`config.mk`:
```
export PLATFORM = sky130hd
export DESIGN_NAME = id_ex_skid
export DESIGN_NICKNAME = d
export VERILOG_FILES = /design/src/rtl/id_ex_skid_pkg.sv /design/src/rtl/id_ex_skid_fifo_ctrl.sv /design/src/rtl/id_ex_skid.sv
export SDC_FILE = /design/constraint.sdc
export NUM_CORES = 1
export LEC_CHECK = 0
export BUFFER_PORTS_ARGS = -buffer_cell sky130_fd_sc_hd__buf_2
export CAP_MARGIN = 20
export CELL_PAD_IN_SITES_DETAIL_PLACEMENT = 1
export CELL_PAD_IN_SITES_GLOBAL_PLACEMENT = 1
export CORE_ASPECT_RATIO = 1.25
export CORE_MARGIN = 5
export CORE_UTILIZATION = 44
export CTS_CLUSTER_DIAMETER = 200
export DETAILED_ROUTE_END_ITERATION = 10
export GPL_TIMING_DRIVEN = 1
export PLACE_DENSITY = 0.78
export SLEW_MARGIN = 20
export SYNTH_ARGS = -nofsm -noshare
export SYNTH_HDL_FRONTEND = slang
export SYNTH_HIERARCHICAL = 1
export SYNTH_SLANG_ARGS = --single-unit
```
`constraint.sdc`:
```
create_clock -name clk -period 9.25 [get_ports clk]
set_input_delay 0.4625 -clock clk [delete_from_list [all_inputs] [get_ports clk]]
set_output_delay 0.4625 -clock clk [all_outputs]
set_load 0.005 [all_outputs]
```
`src/rtl/id_ex_skid_pkg.sv`:
```
// Shared decode-bundle definition for the ID/EX skid buffer: field widths,
// NOP encodings, bundle pack/unpack helpers and pointer sizing.
package id_ex_skid_pkg;

  localparam int INST_ADDR_W = 32;
  localparam int OPCODE_W    = 7;
  localparam int OPT_W       = 10;
  localparam int REG_W       = 32;
  localparam int REG_ADDR_W  = 5;
  localparam int DATA_F_W    = 32;
  localparam int SHAMT_W     = 5;

  localparam logic [OPCODE_W-1:0] OPCODE_NOP = 7'h13;
  localparam logic [OPT_W-1:0]    OPT_NOP    = 10'h001;

  typedef struct packed {
    logic                   prediction;
    logic [INST_ADDR_W-1:0] pc;
    logic [OPCODE_W-1:0]    opcode;
    logic [OPT_W-1:0]       opt;
    logic [REG_W-1:0]       rdata1;
    logic [REG_W-1:0]       rdata2;
    logic                   we;
    logic [REG_ADDR_W-1:0]  waddr;
    logic [DATA_F_W-1:0]    imm;
    logic [SHAMT_W-1:0]     shamt;
  } decode_t;

  localparam int BUNDLE_W = $bits(decode_t);

  localparam decode_t NOP_DECODE = '{
    prediction: 1'b0, pc: '0, opcode: OPCODE_NOP, opt: OPT_NOP,
    rdata1: '0, rdata2: '0, we: 1'b0, waddr: '0, imm: '0, shamt: '0
  };
  localparam logic [BUNDLE_W-1:0] NOP_BUNDLE = NOP_DECODE;

  function automatic logic [BUNDLE_W-1:0] pack_decode(input decode_t d);
    return d;
  endfunction

  function automatic decode_t unpack_decode(input logic [BUNDLE_W-1:0] v);
    return decode_t'(v);
  endfunction

  // Pointer width stays at least one bit so DEPTH=1 still has a legal index.
  function automatic int ptr_width(input int depth);
    return (depth > 1) ? $clog2(depth) : 1;
  endfunction

endpackage

```
`src/rtl/id_ex_skid_fifo_ctrl.sv`:
```
// Circular-buffer control for the ID/EX skid buffer: pointers, occupancy,
// handshake qualification and flush.
module pipe_fifo_ctrl
  import id_ex_skid_pkg::*;
#(
  parameter int DEPTH   = 2,
  parameter int PTR_W   = ptr_width(DEPTH),
  parameter int COUNT_W = $clog2(DEPTH + 1)
) (
  input  logic             clk,
  input  logic             rst,
  input  logic             in_valid,
  input  logic             out_ready,
  input  logic             flush,
  output logic             in_ready,
  output logic             out_valid,
  output logic             push,
  output logic             pop,
  output logic [PTR_W-1:0] wr_ptr,
  output logic [PTR_W-1:0] rd_ptr
);

  logic [PTR_W-1:0]   wr_ptr_q, wr_ptr_d;
  logic [PTR_W-1:0]   rd_ptr_q, rd_ptr_d;
  logic [COUNT_W-1:0] count_q, count_d;

  function automatic logic [PTR_W-1:0] next_ptr(input logic [PTR_W-1:0] p);
    return (p == PTR_W'(DEPTH - 1)) ? '0 : p + PTR_W'(1);
  endfunction

  // Ready/valid come from registered occupancy only; out_ready never reaches in_ready.
  assign in_ready  = (count_q != COUNT_W'(DEPTH));
  assign out_valid = (count_q != '0);
  assign push      = in_valid & in_ready & ~flush;
  assign pop       = out_valid & out_ready & ~flush;
  assign wr_ptr    = wr_ptr_q;
  assign rd_ptr    = rd_ptr_q;

  always_comb begin
    // NOTE: every signal assigned here gets a default first, so no latch is inferred.
    wr_ptr_d = wr_ptr_q;
    rd_ptr_d = rd_ptr_q;
    count_d  = count_q;
    if (flush) begin
      wr_ptr_d = '0;
      rd_ptr_d = '0;
      count_d  = '0;
    end else begin
      if (push) wr_ptr_d = next_ptr(wr_ptr_q);
      if (pop)  rd_ptr_d = next_ptr(rd_ptr_q);
      unique case ({push, pop})
        2'b10:   count_d = count_q + COUNT_W'(1);
        2'b01:   count_d = count_q - COUNT_W'(1);
        default: count_d = count_q;
      endcase
    end
  end

  // NOTE: state registers use non-blocking assignment so all flops update together.
  always_ff @(posedge clk or posedge rst) begin
    if (rst) begin
      wr_ptr_q <= '0;
      rd_ptr_q <= '0;
      count_q  <= '0;
    end else begin
      wr_ptr_q <= wr_ptr_d;
      rd_ptr_q <= rd_ptr_d;
      count_q  <= count_d;
    end
  end

endmodule

```
`src/rtl/id_ex_skid.sv`:
```
// ID/EX skid buffer: DEPTH-entry ring between decode and execute with flush,
// NOP substitution when empty and a saturating bubble counter.
module id_ex_skid
  import id_ex_skid_pkg::*;
#(
  parameter int                DATA_W  = BUNDLE_W,
  parameter int                DEPTH   = 2,
  parameter logic [DATA_W-1:0] NOP_VAL = NOP_BUNDLE,
  parameter int                CNT_W   = 16
) (
  input  logic              clk,
  input  logic              rst,
  input  logic              in_valid,
  output logic              in_ready,
  input  logic [DATA_W-1:0] in_data,
  output logic              out_valid,
  input  logic              out_ready,
  output logic [DATA_W-1:0] out_data,
  input  logic              flush,
  output logic [CNT_W-1:0]  bubble_cnt
);

  localparam int PTR_W = ptr_width(DEPTH);

  logic             push, pop;
  logic [PTR_W-1:0] wr_ptr, rd_ptr;
  logic [DATA_W-1:0] mem_q [DEPTH];
  logic [CNT_W-1:0]  bubble_cnt_q, bubble_cnt_d;

  pipe_fifo_ctrl #(
    .DEPTH (DEPTH),
    .PTR_W (PTR_W)
  ) u_ctrl (
    .clk       (clk),
    .rst       (rst),
    .in_valid  (in_valid),
    .out_ready (out_ready),
    .flush     (flush),
    .in_ready  (in_ready),
    .out_valid (out_valid),
    .push      (push),
    .pop       (pop),
    .wr_ptr    (wr_ptr),
    .rd_ptr    (rd_ptr)
  );

  // NOTE: storage has no reset; occupancy alone decides what is visible.
  always_ff @(posedge clk) begin
    if (push) mem_q[wr_ptr] <= in_data;
  end

  assign out_data = out_valid ? mem_q[rd_ptr] : NOP_VAL;

  always_comb begin
    bubble_cnt_d = bubble_cnt_q;
    if (out_ready && !out_valid && !flush && (bubble_cnt_q != '1))
      bubble_cnt_d = bubble_cnt_q + CNT_W'(1);
  end

  always_ff @(posedge clk or posedge rst) begin
    if (rst) bubble_cnt_q <= '0;
    else     bubble_cnt_q <= bubble_cnt_d;
  end

  assign bubble_cnt = bubble_cnt_q;

endmodule

```
==> results of run 1 <==
routing by layer:
layer / global-route usage [%] / up-vias / wire length, µm
li1: - / 3549 / -
met1: 20.6 / 3836 / 11500
met2: 34.3 / 239 / 17600
met3: 4.78 / 57 / 2070
met4: 5.88 / 10 / 869
met5: 0 / - / 69
power by group:
part | switching, mW | total, mW | internal (mW) | leakage (nW)
Combinational | 0.185 | 0.347 | 0.162 | 2.60
Sequential | 0.0428 | 1.77 | 1.73 | 3.14
Clock | 0.543 | 1.31 | 0.765 | 0.520
sequential cells by signal, indices dropped and copies added, names as in the netlist:
| signal | cells |
|---|---|
| bubble_cnt | 16 |
| mem_q | 314 |
| u_ctrl/count_q | 2 |
| u_ctrl/rd_ptr | 1 |
| u_ctrl/wr_ptr | 1 |
how the worst min path moves through the flow:
stage,from,to,cells past startpoint
floorplan,rst,u_ctrl/count_q[0]$_DFFE_PP0P_,1
global placement,rst,u_ctrl/count_q[0]$_DFFE_PP0P_,2
detailed placement,rst,u_ctrl/count_q[0]$_DFFE_PP0P_,2
CTS,in_data[90],mem_q[0][90]$_DFFE_PP_,1
global route,in_data[127],mem_q[0][127]$_DFFE_PP_,1
finish,in_data[12],mem_q[0][12]$_DFFE_PP_,1
layout make-up:
cell class	count	area, µm²	share of cell area [%]
Sequential cell	334	9930	60.4
Multi-Input combinational cell	393	3160	19.2
Timing Repair Buffer	343	1750	10.7
Clock buffer	47	973	5.92
Tap cell	401	502	3.05
Clock inverter	15	92.6	0.563
Inverter	6	22.5	0.137
Antenna cell	6	15.0	0.0913
critical path, stage by stage (launching register included):
cell,delay [ns]
dfrtp_4,0.92
buf_4,0.84
mux2i_1,0.17
nor2b_1,0.23
buf_2,0.16
per-stage QoR:
step / hold WS (ns) / power [mW]
CTS: 0.125 / 3.47
global placement: 0.374 / 2.14
floorplan: 0.229 / 1.99
detailed placement: 0.382 / 2.15
finish: 0.149 / 3.42
global route: 0.126 / 3.57
what timing repair did:
| action | 4_1_cts | 5_1_grt |
|---|---|---|
| endpoints found under the hold margin | 4 | 0 |
| hold buffers | 1 | 0 |
| endpoints found under the setup margin | 0 | 0 |
==> metrics.md, run 1 <==
| Metric | Value |
|---|---|
| Placed instance count | 1476 |
| CP required | 8.79 ns |
| # nets final | 1276 |
| Synth Instances | 769 |
| Drt first pass iters | 6 |
| Chip width | 165 µm |
| Setup crit end kind | primary output |
| Post-Syn Area | 13300 µm² |
| CTS tree | done |
| Crit-path max FO | 52 |
| Clock Latency Late Sink | 0.50 ns |
| Peak supply drop | 0.162 mV |
| Crit path from | u_ctrl/rd_ptr$_DFFE_PP0P_ |
| Site Rows | 71 |
| Final setup TNS | 0 ns |
| I/O pin cnt | 337 |
| Area Growth Syn to Fin | 24.1% |
| Arrival time of the worst setup path | 2.93 ns |
| Crit path capture | out_data[119] |
| Status | complete, no violations |
| Gates resized, CTS repair | 0 |
| Post-CTS Setup Inserts | 0 |
| Final Setup Violations | 0 |
| Minimum clock period | 3.39 ns |
| Cts bufs inserted | 35 |
| Endpoints failing hold | 0 |
| Worst setup margin | 5.86 ns |
| Clock Sinks | 334 |
| Root buffer cell | clkbuf_16 |
| Cell Area, Placed | 15400 µm² |
| Commonest non-fill, non-tap cell in the layout | buf_2 |
| Finished Layout Cells | 1545 |
| Post-DRT Antenna Nets | 0 |
| Final Cell Area | 16400 µm² |
| Number of port buffers | 336 |
| Htree depth | 2 |
| # DRC | 0 |
| Initial core utilization | 44.3% |
| Worst Skew | 0.0176 ns |
| Max clock buf depth | 3 |
| Initial antenna violation count | 10 |
| Worst r2r path cells | 6 |
| 1st-iter DRT viols | 514 |
| GRT Total Usage | 18.5% |
| Max_cap viols | 0 |
| Core ar. | 29900 µm² |
| Fmax | 295 MHz |
| GP Congestion | 0.785 |
| Hpwl dp | 21.3 mm |
| Worst-path clk slew | 0.06 ns |
| First-pass GRT wire length | 47.8 mm |
| Fill cell count | 2972 |
| Share of layout cells above drive strength 1 | 35.6% |
| Mapped Nets | 932 |
| Vias in the first global route | 8428 |
| Worst r2r src | u_ctrl/count_q[0]$_DFFE_PP0P_ |
| Highest-count cells in the layout ignoring fill and taps | 336 x buf_2, 314 x edfxtp_1, 159 x mux2i_1, 153 x nor2b_1, 37 x clkbuf_16 |
| Final worst-path cycle share | 36.6% |
| R2r setup slk | 6.46 ns |
| Finished Core Util | 54.9% |
| Final wirelength | 32.1 mm |
| Worst Max-Slew Pin Slew | 0.999 ns |
| Worst R2R End | bubble_cnt[11]$_DFFE_PP0P_ |
| Setup CP Type | flip-flop to primary output |
| Pre-CTS setup slack | 6.28 ns |
| Die area | 33700 µm² |
| Vias per cell | 4.98 |
| Die Y | 204 µm |
| Global route overflow | 0 |
| Routed via count | 7691 |
| Class of the worst hold path | primary input to flip-flop |
| Slew headroom | 33.4% |
| Slew Limit Fails | 0 |
| Leak | 6.26 nW |
| Synth warn | 6 |
| PwrDens | 208 nW/µm² |
| Startpoint types | flip-flop |
| WL per Instance | 20.8 µm |
| Syn_area_per_cell | 17.2 µm² |
| Unrepaired setup endpoints after global routing | no |
| Pin count of the biggest net entering global routing | 158 |
Power figures use the tool's default switching activity.
==> run 2, diff against run 1 <==
==> constraint.sdc (replaced) <==
create_clock -name clk -period 3.4 [get_ports clk]
set_input_delay 0.17 -clock clk [delete_from_list [all_inputs] [get_ports clk]]
set_output_delay 0.17 -clock clk [all_outputs]
set_load 0.005 [all_outputs]
==> run 2 against run 1 <==
Largest cell class unchanged. Non-clock buffer count up 165. Final cell count rose by 11%. Total power rose to 2.9 times the previous value. Setup slack got worse by 5.6 ns. Worst hold slack got worse by 0.096 ns. Largest power group unchanged. Die area unchanged. Highest routed layer is now met4. Global-route usage increased by 2.5 points. Flip-flop and latch count is the same.
==> metrics.md, run 2 (synthesis gave the netlist of run 1 again) <==
| Metric | Value |
|---|---|
| Status | complete, no violations |
| Initial core utilization | 44.3% (unchanged) |
| Worst r2r src | u_ctrl/count_q[0]$_DFFE_PP0P_ |
| GP Congestion | 0.733 (-6.7%) |
| Setup CP Type | flip-flop to primary output |
| Chip width | 165 µm (unchanged) |
| Final wirelength | 36.6 mm (+14%) |
| CP required | 3.23 ns (-5.56 ns) |
| Largest Register | mem_q |
| GRT Total Usage | 21.1% (+2.5 points) |
| Slowest stage cell, crit path | or2_4 |
| Area Growth Syn to Fin | 37.5% |
| Cells on Worst Hold Path | 3 (+2) |
| Endpoints failing hold | 0 (unchanged) |
| Worst setup margin | 0.292 ns (-5.57 ns) |
| Drt first pass iters | 5 (-1) |
| Hold_ws | 0.0529 ns (-0.0957 ns) |
| Global route overflow | 0 (unchanged) |
| Slew Limit Fails | 0 (unchanged) |
| Share of layout cells above drive strength 1 | 32.3% (-3.3 points) |
| Hpwl dp | 21.6 mm (+1.8%) |
| First-pass GRT wire length | 54.4 mm (+14%) |
| Pin count of the biggest net entering global routing | 87 (-45%) |
| Unrepaired setup endpoints after global routing | no |
| Site Rows | 71 (unchanged) |
| R2r setup slk | 1.12 ns (-5.34 ns) |
| Fmax | 322 MHz |
| Leak | 7.02 nW (+12%) |
| Hold wc startpoint | in_valid |
| Worst r2r path cells | 5 (-1) |
| WL per Instance | 21.4 µm (+3.2%) |
| Wire length on met2 | 20.5 mm (+17%) |
| Setup crit end kind | primary output |
| Max reg flops | 314 (unchanged) |
| Max clock buf depth | 3 (unchanged) |
| Commonest non-fill, non-tap cell in the layout | buf_2 |
| Worst R2R End | bubble_cnt[11]$_DFFE_PP0P_ |
| Peak supply drop | 0.477 mV (+190%) |
| Hold endpoint | u_ctrl/count_q[0]$_DFFE_PP0P_ |
| Final Setup Violations | 0 (unchanged) |
| Vias in the first global route | 9683 (+15%) |
| Slew headroom | 41.8% (+8.4 points) |
| Arrival time of the worst setup path | 2.94 ns (about the same) |
| M1 WL | 12.8 mm (+12%) |
| # nets final | 1441 (+13%) |
| CTS tree | done |
| I/O pin cnt | 337 (unchanged) |
| Worst path max stage delay | 0.73 ns (-0.19 ns) |
| Worst Skew | 0.00763 ns (-0.00995 ns) |
| Root buffer cell | clkbuf_16 |
| Minimum clock period | 3.11 ns |
| Clock Sinks | 334 (unchanged) |
| Crit-path max FO | 86 (+65%) |
| Highest-count cells in the layout ignoring fill and taps | 336 x buf_2, 314 x edfxtp_1, 160 x dlygate4sd3_1, 159 x mux2i_1, 153 x nor2b_1 |
| Max_cap viols | 0 (unchanged) |
| Core ar. | 29900 µm² (unchanged) |
| Crit-path cells | or2_4 -> buf_4 -> nor2b_1 -> buf_2 |
| Routed via count | 8409 (+9.3%) |
| 1st-iter DRT viols | 364 (-29%) |
| Cts bufs inserted | 35 (unchanged) |
| Gates resized, CTS repair | 0 (unchanged) |
| Die Y | 204 µm (unchanged) |
| Max Used Layer | met4 |
| Pre-CTS setup slack | 0.939 ns (-5.34 ns) |
| Post-CTS Setup Inserts | 0 (unchanged) |
| # DRC | 0 (unchanged) |
| Final worst-path cycle share | 91.4% |
| Worst-path clk slew | 0.06 ns (about the same) |
| Post-DRT Antenna Nets | 0 (unchanged) |
| Class of the worst hold path | primary input to flip-flop |
| Htree depth | 2 (unchanged) |
| PwrDens | 538 nW/µm² (+160%) |
| Worst Max-Slew Pin Slew | 0.873 ns (-0.126 ns) |
| Startpoint types | flip-flop |
| Met3 wire length | 1.92 mm (-7.4%) |
| Die area | 33700 µm² (unchanged) |
| Vias per cell | 4.92 (-1.2%) |
| Initial antenna violation count | 5 (-5) |
| Number of port buffers | 336 (unchanged) |
| Clock Latency Late Sink | 0.51 ns (about the same) |
-- run 2: cell types whose count changed in the layout (fill, tap and decap cells not counted), sizes merged --
cell / previous run / this run
clkinvlp: 1 / 2
dlygate4sd3: 1 / 160
buf: 342 / 348
bufinv: 1 / 4
clkbuf: 47 / 42
clkinv: 13 / 12
inv: 6 / 7
-- run 2: stage by stage --
step	std cells	setup TNS (ns)	area (µm²)	util, %	total power [mW]
2_1_floorplan	769	-16.74	13300	-	5.38
3_3_place_gp	1482	0	15500	51.7	5.82
3_5_place_dp	1482	0	15500	51.7	5.87
4_1_cts	1703	0	18200	60.8	9.85
5_1_grt	1709	0	18200	60.9	10.2
6_report	1709	0	18200	60.9	9.81
-- run 2: cell type report --
type / instances / area (µm²)
fill: 2828 / 11700
sequential: 334 / 9930
clock inverter: 19 / 200
inverter: 6 / 22.5
antenna: 6 / 15.0
clock buffer: 42 / 945
multi-input combinational: 393 / 3160
tap: 401 / 502
timing repair buffer: 508 / 3450
-- run 2: per-layer routing --
layer	vias to the layer above	GRT usage, %
met4	0	8.29
met1	4160	22.2
met3	79	4.46
li1	3878	-
met2	292	40.1
met5	-	0
-- run 2: report_power, final --
part,switching (mW),leakage (nW),internal (mW),total (mW)
Clock,1.57,0.563,2.29,3.86
Sequential,0.114,3.14,4.69,4.81
Combinational,0.572,3.31,0.574,1.15
-- run 2: critical path, delay by kind of cell, from the launching register on --
family / cells / cell delay [ns]
and+or+nand+nor: 2 / 1.03
buffers and inverters: 2 / 0.80
DFF: 1 / 0.49
-- run 2: worst max-delay path by stage --
stage / start / to / slack [ns] / cells past startpoint
floorplan: u_ctrl/count_q[1]$_DFFE_PP0P_ / mem_q[0][0]$_DFFE_PP_ / -0.11 / 3
finish: u_ctrl/count_q[0]$_DFFE_PP0P_ / out_data[42] / 0.29 / 4
global route: u_ctrl/count_q[0]$_DFFE_PP0P_ / out_data[42] / 0.09 / 4
detailed placement: u_ctrl/count_q[0]$_DFFE_PP0P_ / out_data[106] / 0.94 / 4
CTS: u_ctrl/count_q[0]$_DFFE_PP0P_ / out_data[106] / 0.34 / 4
global placement: u_ctrl/count_q[0]$_DFFE_PP0P_ / out_data[43] / 1.01 / 4
-- run 2: repair_timing --
action / 4_1_cts / 5_1_grt
setup endpoints to repair: 0 / 0
endpoints found under the hold margin: 338 / 0
hold buffers: 160 / 0
